==> src/rtl/exe_stage_mc.sv <==
// exe_stage_mc: registered execute stage (forwarding, ALU, branch resolution) with a
// valid/ready output register. Defining EXE_MULDIV_EN adds an iterative shift-add
// multiplier and restoring divider (ops C/D/E). Without it, those ops finish in a
// single cycle and return 0.
module exe_stage_mc #(
  parameter int DW       = 16,
  parameter int BR_SHIFT = 2,
  parameter int PC_INC   = 4
) (
  input  logic          clk,
  input  logic          rst,
  input  logic          in_valid,
  output logic          in_ready,
  input  logic [DW-1:0] rdata1,
  input  logic [DW-1:0] rdata2,
  input  logic [DW-1:0] imme,
  input  logic [DW-1:0] pc_src,
  input  logic [3:0]    alu_op,
  input  logic [1:0]    ctrl_b,
  input  logic [1:0]    fwd_a,
  input  logic [1:0]    fwd_b,
  input  logic [1:0]    fwd_w,
  input  logic [1:0]    j_or_b,
  input  logic [DW-1:0] alu_back,
  input  logic [DW-1:0] wb_data,
  output logic          out_valid,
  input  logic          out_ready,
  output logic [DW-1:0] alu_res,
  output logic [DW-1:0] wdata,
  output logic [DW-1:0] new_pc,
  output logic          br_taken,
  output logic          busy
);

  localparam int SHW = $clog2(DW);

  localparam logic [3:0] OP_MUL  = 4'hC;
  localparam logic [3:0] OP_DIVU = 4'hD;
  localparam logic [3:0] OP_REMU = 4'hE;

  logic [DW-1:0]  a_s, b_nat_s, b_s, w_s;
  logic [DW-1:0]  alu_s;
  logic [SHW-1:0] sh_s;
  logic [DW-1:0]  target_s, seq_pc_s, pc_s;
  logic           taken_s;
  logic           accept_s, idle_s, is_md_op_s, md_done_s;
  logic [DW-1:0]  md_result_s;

  logic           out_valid_q, out_valid_d;
  logic           br_taken_q, br_taken_d;
  logic [DW-1:0]  alu_res_q, alu_res_d;
  logic [DW-1:0]  wdata_q, wdata_d;
  logic [DW-1:0]  new_pc_q, new_pc_d;

  // Operand selection: B source mux, then forwarding for A, B and store data.
  always_comb begin
    case (ctrl_b)
      2'b00:   b_nat_s = rdata2;
      2'b01:   b_nat_s = imme;
      default: b_nat_s = '0;
    endcase
    case (fwd_a)
      2'b00:   a_s = rdata1;
      2'b01:   a_s = alu_back;
      2'b10:   a_s = wb_data;
      default: a_s = '0;
    endcase
    case (fwd_b)
      2'b00:   b_s = b_nat_s;
      2'b01:   b_s = alu_back;
      2'b10:   b_s = wb_data;
      default: b_s = '0;
    endcase
    case (fwd_w)
      2'b00:   w_s = rdata2;
      2'b01:   w_s = alu_back;
      2'b10:   w_s = wb_data;
      default: w_s = '0;
    endcase
  end

  // Single-cycle ALU; shifts use only the low log2(DW) bits of B.
  always_comb begin
    alu_s = '0;
    sh_s  = b_s[SHW-1:0];
    case (alu_op)
      4'h0:    alu_s = a_s + b_s;
      4'h1:    alu_s = a_s - b_s;
      4'h2:    alu_s = a_s & b_s;
      4'h3:    alu_s = a_s | b_s;
      4'h4:    alu_s = '0 - a_s;
      4'h5:    alu_s = ~a_s;
      4'h6:    alu_s = a_s << sh_s;
      4'h7:    alu_s = a_s >> sh_s;
      4'h8:    alu_s = $signed(a_s) >>> sh_s;
      4'h9:    alu_s = (a_s < b_s) ? {{(DW-1){1'b0}}, 1'b1} : '0;
      4'hA:    alu_s = (a_s == b_s) ? '0 : {{(DW-1){1'b0}}, 1'b1};
      4'hB:    alu_s = pc_src;
      default: alu_s = '0;
    endcase
  end

  // Next-PC resolution: branch target, register jump, or conditional on A.
  always_comb begin
    target_s = pc_src + (imme << BR_SHIFT);
    seq_pc_s = pc_src + DW'(PC_INC);
    pc_s     = seq_pc_s;
    taken_s  = 1'b0;
    case (j_or_b)
      2'b00: begin
        pc_s    = target_s;
        taken_s = 1'b1;
      end
      2'b01: begin
        pc_s    = a_s;
        taken_s = 1'b1;
      end
      2'b10: begin
        if (a_s == '0) begin
          pc_s    = target_s;
          taken_s = 1'b1;
        end else begin
          pc_s    = seq_pc_s;
          taken_s = 1'b0;
        end
      end
      2'b11: begin
        if (a_s != '0) begin
          pc_s    = target_s;
          taken_s = 1'b1;
        end else begin
          pc_s    = seq_pc_s;
          taken_s = 1'b0;
        end
      end
      default: begin
        pc_s    = seq_pc_s;
        taken_s = 1'b0;
      end
    endcase
  end

  // Accept only when idle and the output register is free or being drained.
  assign in_ready = rst & idle_s & (~out_valid_q | out_ready);
  assign accept_s = in_valid & in_ready;

`ifdef EXE_MULDIV_EN
  typedef enum logic [1:0] {
    S_IDLE = 2'd0,
    S_MUL  = 2'd1,
    S_DIV  = 2'd2
  } state_e;

  localparam int CW = $clog2(DW + 1);

  state_e        state_q, state_d;
  logic [CW-1:0] cnt_q, cnt_d;
  logic [DW-1:0] acc_q, acc_d;
  logic [DW-1:0] opa_q, opa_d;
  logic [DW-1:0] opb_q, opb_d;
  logic          rem_sel_q, rem_sel_d;
  logic [DW:0]   rem_shift_s, trial_s;
  logic          last_s;

  assign is_md_op_s = (alu_op == OP_MUL) | (alu_op == OP_DIVU) | (alu_op == OP_REMU);
  assign idle_s     = (state_q == S_IDLE);
  assign busy       = (state_q != S_IDLE);

  // Mul/div FSM: acc = product or partial remainder, opa = multiplicand or quotient,
  // opb = multiplier or divisor. One bit per cycle, DW cycles per op.
  always_comb begin
    state_d     = state_q;
    cnt_d       = cnt_q;
    acc_d       = acc_q;
    opa_d       = opa_q;
    opb_d       = opb_q;
    rem_sel_d   = rem_sel_q;
    md_done_s   = 1'b0;
    md_result_s = '0;
    rem_shift_s = {acc_q, opa_q[DW-1]};
    trial_s     = rem_shift_s - {1'b0, opb_q};
    last_s      = (cnt_q == CW'(DW - 1));
    case (state_q)
      S_IDLE: begin
        if (accept_s && is_md_op_s) begin
          cnt_d     = '0;
          acc_d     = '0;
          opa_d     = a_s;
          opb_d     = b_s;
          rem_sel_d = (alu_op == OP_REMU);
          if (alu_op == OP_MUL) begin
            state_d = S_MUL;
          end else begin
            state_d = S_DIV;
          end
        end else begin
          state_d = S_IDLE;
        end
      end
      S_MUL: begin
        acc_d = opb_q[0] ? (acc_q + opa_q) : acc_q;
        opa_d = opa_q << 1;
        opb_d = opb_q >> 1;
        cnt_d = cnt_q + CW'(1);
        if (last_s) begin
          md_done_s   = 1'b1;
          md_result_s = acc_d;
          state_d     = S_IDLE;
        end else begin
          state_d = S_MUL;
        end
      end
      S_DIV: begin
        // A borrow out of the trial subtraction means the divisor did not fit.
        if (!trial_s[DW]) begin
          acc_d = trial_s[DW-1:0];
          opa_d = {opa_q[DW-2:0], 1'b1};
        end else begin
          acc_d = rem_shift_s[DW-1:0];
          opa_d = {opa_q[DW-2:0], 1'b0};
        end
        cnt_d = cnt_q + CW'(1);
        if (last_s) begin
          md_done_s   = 1'b1;
          md_result_s = rem_sel_q ? acc_d : opa_d;
          state_d     = S_IDLE;
        end else begin
          state_d = S_DIV;
        end
      end
      default: state_d = S_IDLE;
    endcase
  end

  // Mul/div state and iteration registers; reset aborts any op in flight.
  always_ff @(posedge clk or negedge rst) begin
    if (!rst) begin
      state_q   <= S_IDLE;
      cnt_q     <= '0;
      acc_q     <= '0;
      opa_q     <= '0;
      opb_q     <= '0;
      rem_sel_q <= 1'b0;
    end else begin
      state_q   <= state_d;
      cnt_q     <= cnt_d;
      acc_q     <= acc_d;
      opa_q     <= opa_d;
      opb_q     <= opb_d;
      rem_sel_q <= rem_sel_d;
    end
  end
`else
  assign is_md_op_s  = 1'b0;
  assign md_done_s   = 1'b0;
  assign md_result_s = '0;
  assign idle_s      = 1'b1;
  assign busy        = 1'b0;
`endif

  // Output register update: load on accept (ALU result deferred for mul/div),
  // load the mul/div result when it completes, otherwise hold.
  always_comb begin
    out_valid_d = out_valid_q & ~out_ready;
    alu_res_d   = alu_res_q;
    wdata_d     = wdata_q;
    new_pc_d    = new_pc_q;
    br_taken_d  = br_taken_q;
    if (accept_s) begin
      wdata_d    = w_s;
      new_pc_d   = pc_s;
      br_taken_d = taken_s;
      if (is_md_op_s) begin
        alu_res_d = alu_res_q;
      end else begin
        alu_res_d   = alu_s;
        out_valid_d = 1'b1;
      end
    end else if (md_done_s) begin
      alu_res_d   = md_result_s;
      out_valid_d = 1'b1;
    end else begin
      alu_res_d = alu_res_q;
    end
  end

  // Output registers.
  always_ff @(posedge clk or negedge rst) begin
    if (!rst) begin
      out_valid_q <= 1'b0;
      alu_res_q   <= '0;
      wdata_q     <= '0;
      new_pc_q    <= '0;
      br_taken_q  <= 1'b0;
    end else begin
      out_valid_q <= out_valid_d;
      alu_res_q   <= alu_res_d;
      wdata_q     <= wdata_d;
      new_pc_q    <= new_pc_d;
      br_taken_q  <= br_taken_d;
    end
  end

  assign out_valid = out_valid_q;
  assign alu_res   = alu_res_q;
  assign wdata     = wdata_q;
  assign new_pc    = new_pc_q;
  assign br_taken  = br_taken_q;

endmodule

==> config.mk <==
export PLATFORM = sky130hd
export DESIGN_NAME = exe_stage_mc
export DESIGN_NICKNAME = d
export VERILOG_FILES = /design/src/rtl/exe_stage_mc.sv
export SDC_FILE = /design/constraint.sdc
export NUM_CORES = 1
export LEC_CHECK = 0
export CAP_MARGIN = 20
export CORE_MARGIN = 5
export CORE_UTILIZATION = 40
export CTS_CLUSTER_DIAMETER = 30
export DETAILED_ROUTE_END_ITERATION = 8
export PLACE_DENSITY = 0.66
export RECOVER_POWER = 50
export SETUP_SLACK_MARGIN = 0.02
export SKIP_LAST_GASP = 1
export SLEW_MARGIN = 25
export SYNTH_ARGS = -nofsm -noshare
export SYNTH_HDL_FRONTEND = slang
export SYNTH_SLANG_ARGS = --single-unit
==> constraint.sdc <==
create_clock -name clk -period 1.72 [get_ports clk]
set_input_delay 0.172 -clock clk [delete_from_list [all_inputs] [get_ports clk]]
set_output_delay 0.172 -clock clk [all_outputs]
set_load 0.1 [all_outputs]
### Word-level counts from Yosys, hierarchy flattened

Index checks and enable logic that the tools add are counted.

* add/subtract/negate cells: 5
* magnitude comparators: 1
* eq/ne operators: 22
* shift-type cells: 3
* muxes and demuxes: 14
* bitwise gates (word level): 9
* reductions and logical operators: 9

Operators by type and width (number)
* $pmux 16 s12: 1
* $pmux 16 s3: 3
* $pmux 16 s4: 1
* $add 16x16->16: 2
* $mux 16: 2
* $pmux 16 s2: 1
* $add 16x3->16 const B: 1
* $and 16x16->16: 1
* $eq 16x16->1: 1
* $eq 4x3->1 const B: 4
* $eq 4x4->1 const B: 4
* $logic_not 16->1: 1
* $lt 16x16->1: 1
* $not 16->16: 1
* $or 16x16->16: 1
* $reduce_bool 16->1: 1
* $shl 16x4->16: 1
* $shr 16x4->16: 1
* $sshr 16x4->16: 1
* $sub 1x16->16 const A: 1
* $sub 16x16->16: 1
* $eq 2x1->1 const B: 5
* $eq 2x2->1 const B: 5
* $logic_not 2->1: 5
* 9 further kinds: 17

* bits in registers: 50
* input bits: 114
* output and inout port bits: 52

### Depth between registers and ports, before layout

Gate-level depths: netlist of run 1.

* depth after elaboration: 6
* depth in mapped cells: 17
* mapped depth without buffers: 14

### Worst setup path after synthesis of run 1

OpenSTA, ideal clock, no wires.

* path kind: input to register
* from: input port ctrl_b[0]
* to: register alu_res_q[14] (netlist: alu_res[14])
* arrival: 3.670 ns
* setup slack: -2.032 ns
* cell stages on the path: 15
* buffers on the path: 3
* cells stage by stage: buf_2 > mux2_2 > a221o_1 > clkbuf_1 > clkbuf_1 > ha_1 > fa_1 > a21oi_1 > nor4_1 > nor4b_1 > o41a_1 > nor4b_1 > o31a_1 > o21ai_0 > a31oi_1

* word-level cells in the longest chain between the ends: 5

Ends and longest elaborated chain
* start, declared: line 19 `input logic [1:0] ctrl_b,`
* $eq 2x1->1 or $logic_not 2->1 (tied branches): line 57 `case (ctrl_b)`
* $pmux 16 s2 (*): line 57
* $pmux 16 s3 (*): line 68 `case (fwd_b)`
* $sub 16x16->16 (tied with other cells): line 88 `4'h1: alu_s = a_s - b_s;`
* $pmux 16 s12 (*): line 86 `case (alu_op)`
* end signal, assigned: line 297 `alu_res_q <= alu_res_d;`
* end, declared: line 51 `logic [DW-1:0] alu_res_q, alu_res_d;`

Every way passes the cells marked *; elsewhere a longest branch is shown, timed or not.
A chain may end at the register's enable or synchronous reset.

### Worst setup path after layout of run 1

* from: input port ctrl_b[0]
* to: register alu_res_q[15] (netlist: alu_res[15])

The elaborated chain is that of the path after synthesis.

==> results of run 1 <==
logic make-up (layout without fill, tap and decap cells):
family / Yosys count / count (layout) / share of synthesized area, %
simple gates: 379 / 379 / 21.0
fa+ha+maj: 70 / 70 / 10.3
other cells: 1 / 2 / 0.0428
xor+xnor: 54 / 54 / 5.40
flops: 50 / 50 / 14.3
compound gates: 373 / 373 / 29.3
buf+inv: 135 / 722 / 6.37
mux: 107 / 107 / 13.4
state kept, by name (all words and copies together) (netlist names):
name	flops
alu_res	16
new_pc	16
wdata	16
br_taken	1
out_valid	1
worst max-delay path: cells and delay by family:
family	cells	cell delay, ps
xor gates and xnor gates	1	120
muxes	1	280
adders and majority gates	1	160
buffers and inverters	5	670
AOI/OAI and AO/OA	6	1560
and+or+nand+nor	2	230
synth_stat cells, drive strengths merged, types with 5 or more instances:
master / count / share of area, %
o2bb2ai: 13 / 1.9
a221oi: 19 / 1.9
xnor2: 37 / 3.7
mux2i: 79 / 9.1
o21ai: 81 / 4.6
o22ai: 6 / 0.43
nand4: 11 / 0.96
ha: 67 / 9.6
a31oi: 18 / 1.3
a311oi: 5 / 0.50
o221ai: 10 / 1.0
nor2: 115 / 5.0
dfrtp: 50 / 14
xor2: 17 / 1.7
mux4: 5 / 1.3
a22oi: 17 / 1.5
o21bai: 5 / 0.43
a211oi: 13 / 1.1
nand3b: 9 / 0.77
nand2: 115 / 4.9
nand2b: 12 / 0.86
a221o: 7 / 0.80
o31ai: 14 / 1.2
nor3: 29 / 1.8
and2: 6 / 0.43
o211ai: 14 / 1.2
clkinv: 6 / 0.27
nand3: 23 / 1.3
clkbuf: 57 / 2.4
o21a: 10 / 0.86
buf: 25 / 1.6
mux2: 23 / 3.0
and3: 10 / 0.77
nor2b: 12 / 0.86
or3: 5 / 0.36
a21o: 10 / 0.86
inv: 47 / 2.0
a21oi: 84 / 4.8
nor4: 13 / 1.0
where the power goes:
part           leakage (nW)  internal [mW]  switching [mW]
Combinational          6.52           3.13            4.56
Sequential            0.635           1.38           0.139
Clock                0.0619          0.536           0.571
Total                  7.22           5.05            5.27
area by class of cell:
cell class,instances,area share [%]
diodes,1,0.0158
clock buffers,5,0.789
clock inverters,2,0.0947
inverters,53,1.31
multi-input cells,984,52.0
flip-flops and latches,50,7.91
well taps,280,2.21
repair buffers,662,35.7
metal layers:
metal / share of wire, % / GRT usage [%]
met5: 0.020 / 0
met4: 5.2 / 16.0
met3: 9.4 / 7.74
met2: 46 / 64.7
met1: 39 / 48.9
stage by stage:
stage               setup TNS (ps)  area (um2)  power [mW]  instances  utilization [%]
floorplan                   -33060        9250        5.41       1169                -
global placement            -57130       14300        8.40       1974             65.8
detailed placement          -58910       14300        8.45       1974             65.8
CTS                         -27370       15600        10.1       2023             72.0
global route                -33360       15900        10.7       2037             73.1
finish                      -29950       15900        10.3       2037             73.1
timing repair:
item	4_1_cts	5_1_grt
gates resized for setup	268	63
setup endpoints to repair	32	36
gates cloned	1	0
hold endpoints to repair	0	0
pin swaps	117	69
setup buffers	44	20
worst min path at each step:
| stage | from | to | slack, ps | cells after the start |
|---|---|---|---|---|
| floorplan | rst | alu_res[0] | -120 | 0 |
| global placement | rst | alu_res[14] | 410 | 2 |
| detailed placement | rst | alu_res[14] | 410 | 2 |
| CTS | rst | alu_res[14] | 70 | 2 |
| global route | alu_back[3] | wdata[3] | 430 | 3 |
| finish | rdata2[6] | wdata[6] | 360 | 5 |
==> results by group, run 1 <==
STA
  • Slew headroom: roughly two fifths
  • Final hold viol count: 0
  • Final setup viols: 32
  • Fin crit period: 2990 ps
  • RSZ-0062 raised after global routing: true
  • Period utilization: 174%
  • Final worst-path setup slack: -1270 ps
  • Fin Clk Skew: 9.34 ps
  • Slew @ Worst Pin: between 900 and 1000 ps
  • Max-slew violations: 0
  • WHS: 363 ps
  • Fmax: between 300 and 400 MHz

Synthesis
  • Syn Area/Cell: approximately 7.5 um2
  • Yosys reg bits: 50
  • Number of flops mapped to enable cells by yosys: 0
  • Synthesized instance count: roughly 1,200
  • Ys async rst share: 100%
  • Main flop type after synthesis: dfrtp_1
  • Unique masters post-synth: 91
  • Yosys Warn Count: 0
  • Synthesized area: around 8800 um2
  • Seq/Total Area, Yosys: about 14%
  • Syn nets: approximately 1,400

Clocking
  • Root Buffer: clkbuf_16
  • Inserted Clock Buffers: 5
  • Worst skew pair latency: between 300 and 400 ps
  • CTS tree: yes
  • Clock tree sinks: 50
  • Clk buf depth: 2
  • Max H-tree Level: 2
  • Clock transition at path regs: 90 ps
  • Hold_buf cts: 0

Setup path
  • Worst flop-to-flop path endpoint: alu_res[14]
  • Worst R2R Setup Slack: -540 ps
  • CP Data Arrival Time: about 3200 ps
  • Crit path from: ctrl_b[0]
  • Critical Path RT: just under 2000 ps
  • CP max-delay cell: a221o_1
  • Worst setup path end: alu_res[15]
  • Critical R2R Launch: out_valid
  • CP Launch Type: input port
  • Kind of end point of the critical path: register
  • Critical Path, Cell by Cell: buf_8 > buf_12 > mux2_4 > a221o_1 > buf_6 > ha_4 > buf_4 > a21o_1 > a211oi_2 > nand3b_1 > a311oi_2 > buf_4 > a21bo_2 > xor2_1 > nor4_1 > a221o_1
  • Max stage delay on crit path: about 370 ps
  • Setup CP Type: input port to register
  • CP max FO: 5
  • R2R cell count: 7

Die
  • Die Height: ~160 um
  • Std-Cell Rows: 54
  • Initial core utilization: between 40% and 50%
  • Die width: around 160 um
  • Die area: 24,900 um2
  • Core ar.: approximately 22,000 um2
  • I/O pin total: roughly 170

Detailed routing
  • Drt wl/cell: about 24 um
  • # DRC: 0
  • Initial DRC Count: between 1,000 and 1,500
  • Via count: roughly 12,000
  • Final Routed Wirelength: between 40 and 50 mm
  • Detailed-router iteration count before antenna repair: 6
  • Vias/cell: between 5 and 6
  • DRT antenna net count: 0

Finish
  • Commonest non-fill, non-tap cell in the layout: buf_4
  • Area of the multi-input gates: 8250 um2
  • Filler instances: around 1,700
  • Synth-to-Final Area Change: 81.1%
  • Layout cells sized above 1: 45.4%
  • Register Area: about 1300 um2
  • Nets@finish: roughly 1,900
  • Most frequent cells in the layout: buf_4, nand2_1, nor2_1, clkdlybuf4s50_1

Run status
  • Failing checks: negative setup slack
  • Outcome: complete, but fails checks

Global routing
  • Initial antenna violation count: 2
  • Overall Global Routing Usage: a little under 40%
  • First-pass GRT wire length: 73.5 mm
  • Maximum number of pins on one net before global-route repair: 57
  • Number of global-route vias before repair: between 10,000 and 15,000
  • GRT overflow: 0

Worst hold path
  • Hold Crit Class: input port to register

Placement
  • Placer Congestion: 1.02
  • Post-DP HPWL: a little under 40 mm
  • Port Buffers: 164
  • Dpl ws: -2100 ps

Power
  • Peak VDD IR: between 0.5 and 0.6 mV
  • Static leakage: slightly above 7 nW
  • Pwr dens: between 600 and 700 nW/um2

Job
  • Max cap viols: 0
(Power assumes the default switching activity.)
==> run 2: changes to the inputs <==
--- a/config.mk
+++ b/config.mk
@@ -10,7 +10,7 @@
 export CORE_UTILIZATION = 40
 export CTS_CLUSTER_DIAMETER = 30
 export DETAILED_ROUTE_END_ITERATION = 8
-export PLACE_DENSITY = 0.66
+export PLACE_DENSITY_LB_ADDON = 0.15
 export RECOVER_POWER = 50
 export SETUP_SLACK_MARGIN = 0.02
 export SKIP_LAST_GASP = 1
==> results by group, run 2 (same netlist as run 1, synthesis figures left out) <==
Finish
  • Synth-to-Final Area Change: 77.9%
  • Final core occ: a little under three quarters
  • Diodes inserted: 0
  • Commonest non-fill, non-tap cell in the layout: buf_4
  • Register Area: 1250 um2
  • Area of the multi-input gates: 8050 um2
  • Nets@finish: 1,920
  • Filler instances: roughly 1,800
  • Most frequent cells in the layout: buf_4, nand2_1, nor2_1, clkdlybuf4s50_1, mux2i_1
  • Layout cells sized above 1: 44.2%
  • Fin cells: a little over 2,000
  • Final Cell Area: between 15,000 and 20,000 um2

Clocking
  • Max H-tree Level: 2
  • Clock transition at path regs: 80 ps
  • Worst skew pair latency: between 300 and 400 ps
  • Root Buffer: clkbuf_16
  • Clk buf depth: 2
  • Clock tree sinks: 50
  • CTS tree: yes
  • Inserted Clock Buffers: 5

Setup path
  • R2R cell count: 7
  • Worst flop-to-flop path endpoint: alu_res[10]
  • CP Data Arrival Time: 3280 ps
  • CP max FO: 4
  • Critical R2R Launch: out_valid
  • CP Launch Type: input port
  • Worst R2R Setup Slack: -350 ps
  • Kind of end point of the critical path: register
  • Setup CP Type: input port to register
  • Critical Path RT: around 1900 ps

Die
  • Std-Cell Rows: 54
  • Die area: about 25,000 um2
  • Core ar.: between 20,000 and 25,000 um2
  • I/O pin total: 166
  • Die Height: 158 um
  • Initial core utilization: between 40% and 50%
  • Die width: 158 um

Detailed routing
  • Final Routed Wirelength: between 40 and 50 mm
  • # DRC: 0
  • Detailed-router iteration count before antenna repair: 7
  • Via count: about 12,000
  • Drt wl/cell: between 20 and 25 um
  • DRT antenna net count: 0
  • Vias/cell: a little under 6
  • Initial DRC Count: around 1,200

STA
  • Total Neg Setup Slack: -30,480 ps
  • Slew headroom: -5.87%
  • Slew @ Worst Pin: 1590 ps
  • Fmax: 325 MHz
  • Period utilization: 179%
  • Max-slew violations: 52
  • Final worst-path setup slack: -1360 ps
  • Final setup viols: 32
  • Fin Clk Skew: around 8.5 ps
  • Final hold viol count: 0
  • RSZ-0062 raised after global routing: true
  • WHS: roughly 270 ps
  • Fin crit period: slightly above 3000 ps

Worst hold path
  • Hold Crit Class: input port to register
  • Hold Path End: wdata[3]
  • Worst hold start: alu_back[3]
  • Hold depth: 3

Placement
  • Inst Count DP: 1,960
  • Dpl ws: -2140 ps
  • Post-DP HPWL: between 30 and 40 mm
  • Port Buffers: about 160
  • Placer Congestion: around 1.0
  • Post-DP Area: roughly 14,000 um2

Power
  • Static leakage: 7.17 nW
  • Final Power: 10.2 mW
  • Pwr dens: 657 nW/um2
  • Peak VDD IR: about 0.63 mV

Global routing
  • Overall Global Routing Usage: roughly 37%
  • GRT overflow: 0
  • Maximum number of pins on one net before global-route repair: 54
  • Number of global-route vias before repair: around 12,000
  • First-pass GRT wire length: 69.9 mm
  • Initial antenna violation count: 0

Job
  • Max cap viols: 1

Run status
  • Failing checks: max-capacitance violations, max-slew violations, negative setup slack
  • Outcome: complete, but fails checks
[run 2: area by class of cell]
class | instances | share of cell area [%]
Sequential cell | 50 | 8.06
Timing Repair Buffer | 642 | 35.7
Tap cell | 280 | 2.25
Clock inverter | 2 | 0.104
Multi-Input combinational cell | 984 | 51.7
Clock buffer | 6 | 0.892
Inverter | 53 | 1.29
[run 2: what timing repair did]
item | in CTS | in global routing
gates cloned | 0 | 0
buffers inserted | 37 | 23
pin swaps | 98 | 76
resized for setup | 170 | 122
setup endpoints to repair | 50 | 43
hold buffers | 0 | 0
[run 2: worst max-delay path, stage by stage]
cell and delay (ps):
dlygate4sd2_1 290, mux2_2 290, a22oi_2 140, nor2_1 80
a21oi_2 180, buf_4 140, buf_4 120, inv_1 50
ha_2 210, buf_4 130, nor2_1 190, nand3b_1 150
a311oi_2 390, buf_4 180, a21bo_4 110, xor2_1 140
nor4_1 70, a221o_1 270
[run 2: where the power goes]
part           switching [mW]  internal (mW)  leakage [nW]  total, mW
registers               0.143           1.38         0.635       1.52
logic                    4.48           3.06          6.46       7.54
clock network           0.588          0.590        0.0735       1.18
total                    5.21           5.02          7.17       10.2
[run 2: how the worst max path moves through the flow]
stage	from	endpoint	slack, ps
global placement	ctrl_b[0]	alu_res[13]	-2060
floorplan	ctrl_b[0]	alu_res[13]	-1450
CTS	ctrl_b[0]	alu_res[14]	-1420
global route	rdata2[6]	alu_res[15]	-1470
detailed placement	ctrl_b[0]	alu_res[13]	-2140
finish	imme[4]	alu_res[15]	-1360
[run 2: metal layers]
layer  vias up  routed length, um  GRT usage [%]
li1       5477                  -              -
met1      5707              19000           47.1
met2       667              22100           60.6
met3       156               4020           6.62
met4         0               2360           15.0
met5         -                  0              0
